`config.mk`:
```
export PLATFORM = sky130hd
export DESIGN_NAME = instr_feeder
export DESIGN_NICKNAME = d
export VERILOG_FILES = /design/src/rtl/instr_feeder.sv
export SDC_FILE = /design/constraint.sdc
export NUM_CORES = 1
export LEC_CHECK = 0
export CELL_PAD_IN_SITES_DETAIL_PLACEMENT = 0
export CELL_PAD_IN_SITES_GLOBAL_PLACEMENT = 1
export CORE_MARGIN = 5
export CORE_UTILIZATION = 60
export CTS_BUF_LIST = sky130_fd_sc_hd__clkbuf_8
export DETAILED_ROUTE_END_ITERATION = 10
export GPL_TIMING_DRIVEN = 0
export PLACE_DENSITY_LB_ADDON = 0.1
export SYNTH_ARGS = -nofsm -noshare
export SYNTH_HDL_FRONTEND = slang
export SYNTH_SLANG_ARGS = --single-unit
```
`constraint.sdc`:
```
create_clock -name Clock -period 12.2 [get_ports Clock]
set_clock_uncertainty 0.15 [all_clocks]
set_input_delay 1.83 -clock Clock [delete_from_list [all_inputs] [get_ports Clock]]
set_output_delay 1.83 -clock Clock [all_outputs]
set_load 0.05 [all_outputs]
```
`src/rtl/instr_feeder.sv`:
```
//============================================================================
// Module   : instr_feeder
// Purpose  : Instruction source for the 9-bit bus processor. Holds a small
//            writable program memory, issues each word on DIN with a
//            one-cycle Run pulse, and feeds the mvi immediate word on the
//            following cycle. It then waits for Done before advancing PC,
//            and stops on the HALT opcode.
// Options  : `define FEEDER_STEP_EN adds a Step input and a PAUSE state.
//            With it, each retired instruction parks the feeder until a
//            Step pulse arrives.
// Revision : 1.0 - initial release
//============================================================================
`default_nettype none

module instr_feeder #(
    parameter int ADDR_W = 5,
    parameter int DATA_W = 9,
    parameter int CNT_W  = 16
) (
    input  logic              Clock,
    input  logic              Resetn,
    input  logic              Start,
    input  logic              LoadEn,
    input  logic [ADDR_W-1:0] LoadAddr,
    input  logic [DATA_W-1:0] LoadData,
    input  logic              Done,
`ifdef FEEDER_STEP_EN
    input  logic              Step,
`endif
    output logic [DATA_W-1:0] DIN,
    output logic              Run,
    output logic [ADDR_W-1:0] PC,
    output logic              Busy,
    output logic              Halted,
    output logic [CNT_W-1:0]  Count
);

    localparam int c_DEPTH = 2 ** ADDR_W;

    // Opcode field values that change the feeder's sequencing
    localparam logic [2:0] c_OP_MVI  = 3'b001;
    localparam logic [2:0] c_OP_HALT = 3'b111;

    // Controller states
    localparam logic [2:0] c_ST_IDLE  = 3'd0;
    localparam logic [2:0] c_ST_ISSUE = 3'd1;
    localparam logic [2:0] c_ST_EXEC  = 3'd2;
    localparam logic [2:0] c_ST_HALT  = 3'd3;
`ifdef FEEDER_STEP_EN
    localparam logic [2:0] c_ST_PAUSE = 3'd4;
`endif

    // Program storage: not reset, so a program survives a reset abort
    logic [DATA_W-1:0] mem_q [c_DEPTH];

    logic [2:0]        state_q, state_d;
    logic [ADDR_W-1:0] pc_q, pc_d;
    logic [CNT_W-1:0]  cnt_q, cnt_d;

    logic [ADDR_W-1:0] w_pc_p1;
    logic [ADDR_W-1:0] w_pc_p2;
    logic [DATA_W-1:0] w_cur_word;
    logic [DATA_W-1:0] w_next_word;
    logic [2:0]        w_opcode;
    logic              w_is_mvi;
    logic              w_is_halt;
    logic              w_ctrl_idle;
    logic              w_load_we;
    logic              w_retire;
    logic              w_cnt_max;

    // Both increments wrap naturally at the top of the address space.
    // This lets an mvi at the last address take its immediate from word 0.
    assign w_pc_p1     = pc_q + ADDR_W'(1);
    assign w_pc_p2     = w_pc_p1 + ADDR_W'(1);

    // Asynchronous read of the current word and its successor
    assign w_cur_word  = mem_q[pc_q];
    assign w_next_word = mem_q[w_pc_p1];

    assign w_opcode    = w_cur_word[DATA_W-1 -: 3];
    assign w_is_mvi    = (w_opcode == c_OP_MVI);
    assign w_is_halt   = (w_opcode == c_OP_HALT);

    // Loading and starting are only honoured while nothing is executing
    assign w_ctrl_idle = (state_q == c_ST_IDLE) || (state_q == c_ST_HALT);
    assign w_load_we   = LoadEn && w_ctrl_idle;

    // An instruction retires on the edge where Done is seen during EXEC
    assign w_retire    = (state_q == c_ST_EXEC) && Done;
    assign w_cnt_max   = (cnt_q == {CNT_W{1'b1}});

    // Program memory write port; writes outside IDLE/HALT are discarded
    always_ff @(posedge Clock) begin
        if (w_load_we) begin
            mem_q[LoadAddr] <= LoadData;
        end
    end

    // Next-state, PC and retired-count logic
    always_comb begin
        state_d = state_q;
        pc_d    = pc_q;
        cnt_d   = cnt_q;
        case (state_q)
            c_ST_IDLE, c_ST_HALT: begin
                if (Start) begin
                    state_d = c_ST_ISSUE;
                    pc_d    = '0;
                    cnt_d   = '0;
                end
            end
            c_ST_ISSUE: begin
                // A HALT word is never issued; PC stays on it
                if (w_is_halt) begin
                    state_d = c_ST_HALT;
                end else begin
                    state_d = c_ST_EXEC;
                end
            end
            c_ST_EXEC: begin
                if (w_retire) begin
                    pc_d = w_is_mvi ? w_pc_p2 : w_pc_p1;
                    if (!w_cnt_max) begin
                        cnt_d = cnt_q + CNT_W'(1);
                    end
`ifdef FEEDER_STEP_EN
                    state_d = c_ST_PAUSE;
`else
                    state_d = c_ST_ISSUE;
`endif
                end
            end
`ifdef FEEDER_STEP_EN
            c_ST_PAUSE: begin
                if (Step) begin
                    state_d = c_ST_ISSUE;
                end
            end
`endif
            default: begin
                state_d = c_ST_IDLE;
            end
        endcase
    end

    // Controller registers; reset aborts any execution immediately
    always_ff @(posedge Clock or negedge Resetn) begin
        if (!Resetn) begin
            state_q <= c_ST_IDLE;
            pc_q    <= '0;
            cnt_q   <= '0;
        end else begin
            state_q <= state_d;
            pc_q    <= pc_d;
            cnt_q   <= cnt_d;
        end
    end

    // Output decode from registered state, PC and memory only (no Done path)
    always_comb begin
        DIN    = '0;
        Run    = 1'b0;
        Busy   = 1'b0;
        Halted = 1'b0;
        case (state_q)
            c_ST_ISSUE: begin
                Busy = 1'b1;
                if (!w_is_halt) begin
                    Run = 1'b1;
                    DIN = w_cur_word;
                end
            end
            c_ST_EXEC: begin
                // mvi needs its immediate on the bus from T1 onwards
                Busy = 1'b1;
                DIN  = w_is_mvi ? w_next_word : w_cur_word;
            end
            c_ST_HALT: begin
                Halted = 1'b1;
            end
`ifdef FEEDER_STEP_EN
            c_ST_PAUSE: begin
                Busy = 1'b1;
            end
`endif
            default: begin
                DIN = '0;
            end
        endcase
    end

    assign PC    = pc_q;
    assign Count = cnt_q;

endmodule

`default_nettype wire

```
==> out/qor.csv <==
stage;metric;value;unit
finish;nets;967;
synth;ys_warn_count;0;
route;drtIter0Drc;1468;
worst_setup_path;startpoint;PC[0]$_DFFE_PN0P_;
floorplanning;dieArea;28000;um2
floorplanning;fp-row-count;57;
synth;synth_nets;863;
timing;min_period;10.20;ns
route;wl_met3;4850;um
timing;maxSlewHeadroom;3.88;%
route;drc;0;
timing;layout_setup_ws;2.00;ns
cts;path_clk_slew;0.06;ns
global_routing;grt_pass1_vias;9378;
worst_setup_path;crit_required;10.22;ns
cts;cts_buffer_depth;3;
route;ant_nets;0;
pwr;powerDensity;179;nW/um2
finish;antenna_cells;0;
synth;synthFlopType;edfxtp_1;
cts;cts_resized;0;
global_routing;grt_pass1_wl;60100;um
synth;synthesis.area;14900;um2
timing;max_freq;98.0;MHz
placed_design;portBuffers;51;
worst_setup_path;max_stage_delay;0.73;ns
timing;maxSlewViolCount;0;
finish;fillCellCount;1605;
worst_setup_path;worstPathArrival;8.22;ns
hold_path;min-delay-start;Count[0]$_DFFE_PN0P_;
floorplanning;die_h;167;um
global_routing;grt_start_max_net_pins;33;
global_routing;grt.overflow.total;0;
finish;instances_no_fill;1305;
cts;cts_root_buf;clkbuf_8;
synth;ys_seq_area_share;62.0;%
hold_path;min-delay-path-class;reg -> reg;
route;wl_per_cell;31.5;um
worst_setup_path;start_kind;register;
route;top_layer_used;met4;
floorplanning;die_w;167;um
worst_setup_path;slowest_stage;clkdlybuf4s50_1;
worst_setup_path;critPathMaxFanout;10;
finish;drive_gt1_share;23.5;%
timing;grt_setup_unrepaired;false;
timing;worstMarginPinSlew;1.44;ns
timing;final_hold_viol_count;0;
route;first_pass_iters;6;
floorplanning;initial_core_util;61.0;%
synth;synth_cell_types;45;
pwr;ir_drop;0.141;mV
synth;async_flop_share;7.40;%
timing;setup_viol;0;
cts;cts.htree.levels;2;
synth;syn_area_per_cell;17.8;um2
placed_design;dp_hpwl;27600;um
route;m1WireLength;15500;um
route;drt_wl_total;41100;um
route;num_vias;9273;
floorplanning;core;24400;um2
cts;cts_sinks;311;
timing;tns;0;ns
cts;clock_latency;0.58;ns
synth;synth-seq-cells;311;
global_routing;antenna_found_initial;0;
finish;areaGrowthSynthToFinish;12.4;%
synth;syn_inst;838;
placed_design;gp_congestion;0.894;
timing;fin_crit_sh;83.6;%
cts;cts_buffers;51;
floorplanning;io_pins;52;
worst_setup_path;crit_chain;buf_4 -> buf_4 -> buf_2 -> buf_4 -> buf_1 -> clkbuf_1 -> inv_1 -> ha_1 -> clkbuf_1 -> clkbuf_1 -> clkbuf_1 -> mux4_2 -> mux4_2 -> mux2i_1 -> o22ai_1 -> clkdlybuf4s50_1;
worst_setup_path;cp_common_cell;clkbuf_1;
synth;synth_edf_count;288;
route;wl_met2;19600;um
pwr;leakagePower;5.33;nW
placed_design;dp_slack;2.73;ns
cts;cts_setup_buffers;0;
worst_setup_path;r2r_start;PC[0]$_DFFE_PN0P_;
placed_design;dpl.cell_count;1213;
status;outcome;finished clean;
route;vias_per_cell;7.11;
worst_setup_path;crit_type;reg -> out;
job;maxCapViolCount;0;
cts;holdBufCountCts;0;
cts;cts_tree;yes;
global_routing;grt_use_total;29.3;%
worst_setup_path;cp-end-kind;output port;
[synthesized netlist by cell type, types with 4 or more instances]
cell	count	area [um2]
a21oi_1	8	40.0
a221oi_1	24	210
a22oi_1	12	90.1
and2_1	4	25.0
and3_1	4	25.0
buf_1	9	33.8
buf_2	12	60.1
buf_4	6	45.0
clkbuf_1	31	116
dfrtp_1	23	576
edfxtp_1	288	8650
ha_1	6	75.1
inv_1	13	48.8
mux2_1	5	56.3
mux2i_1	59	591
mux4_2	144	3240
nand2_1	27	101
nand3_1	13	65.1
nand4_1	4	25.0
nor2_1	56	210
nor3_1	6	30.0
o21ai_0	25	125
o21ai_1	5	25.0
o22ai_1	9	56.3
or3_1	5	31.3
xnor2_1	9	78.8
xor2_1	7	61.3
[registers in the layout, indices dropped and copies added (netlist names)]
name,cells
mem_q,288
Count,16
PC,5
state_q,2
[metrics by stage]
step	total power, mW	utilization [%]	hold WS [ns]	cell area, um2
2_1_floorplan	1.87	-	0.350	14900
3_3_place_gp	2.15	64.7	0.374	15800
3_5_place_dp	2.16	64.7	0.390	15800
4_1_cts	2.99	68.6	0.398	16700
5_1_grt	3.10	68.6	0.417	16700
6_report	3.00	68.6	0.395	16700
[worst max-delay path: cells and delay by family (launching register included)]
| kind | cells | cell delay, ns |
|---|---|---|
| compound gates | 1 | 0.17 |
| buf+inv | 11 | 5.49 |
| flops | 1 | 0.42 |
| mux | 3 | 1.17 |
| fa+ha+maj | 1 | 0.37 |
[final timing paths]
check | cells after the start | slack (ns) | endpoint
min in group asynchronous | 1 | 1.70 | PC[3]$_DFFE_PN0P_
worst max register to register | 16 | 5.80 | PC[3]$_DFFE_PN0P_
worst min-delay path | 1 | 0.39 | Count[0]$_DFFE_PN0P_
max in group asynchronous | 1 | 9.55 | Count[13]$_DFFE_PN0P_
worst max-delay path | 16 | 2.00 | DIN[7]
worst min register to register | 1 | 0.39 | Count[0]$_DFFE_PN0P_
[logic make-up (layout without fill, tap and decap cells)]
kind of cell | count (synthesis) | count (layout) | synth area share (%)
AOI/OAI and AO/OA | 91 | 91 | 4.11
xor gates and xnor gates | 16 | 16 | 0.942
adders and majority gates | 6 | 6 | 0.505
buffers and inverters | 72 | 215 | 2.07
DFF | 311 | 311 | 62.0
muxes | 209 | 209 | 26.2
and+or+nand+nor | 133 | 133 | 4.14
[per-layer routing]
metal  GRT usage, %  up-vias
met5              0        -
met4           9.21        0
met3           8.23       75
met2           45.8      717
met1           40.8     4759
li1               -     3722
[cell type report]
class                   instances  area, um2  share of cell area, %
flip-flops and latches        311       9220                   55.2
multi-input cells             455       5350                   32.0
clock buffers                  54        743                   4.44
repair buffers                 51        510                   3.05
well taps                     324        405                   2.42
plain buffers                  58        255                   1.53
clock inverters                38        188                   1.12
inverters                      14       52.6                  0.314
[power breakdown]
group / leakage, nW / switching, mW / internal [mW]
registers: 2.91 / 0.0148 / 1.19
clock network: 0.541 / 0.410 / 0.430
logic: 1.89 / 0.562 / 0.395
[cell usage in the layout (no fill, tap or decap), types with 25 or more instances in the layout]
cell type,count
edfxtp_1,288
mux4_2,144
mux2i_1,59
nor2_1,55
clkbuf_8,54
clkdlybuf4s50_1,51
clkbuf_1,31
inv_1,29
nand2_1,27
o21ai_0,25
Note: power is estimated with default switching activity, not from simulation.
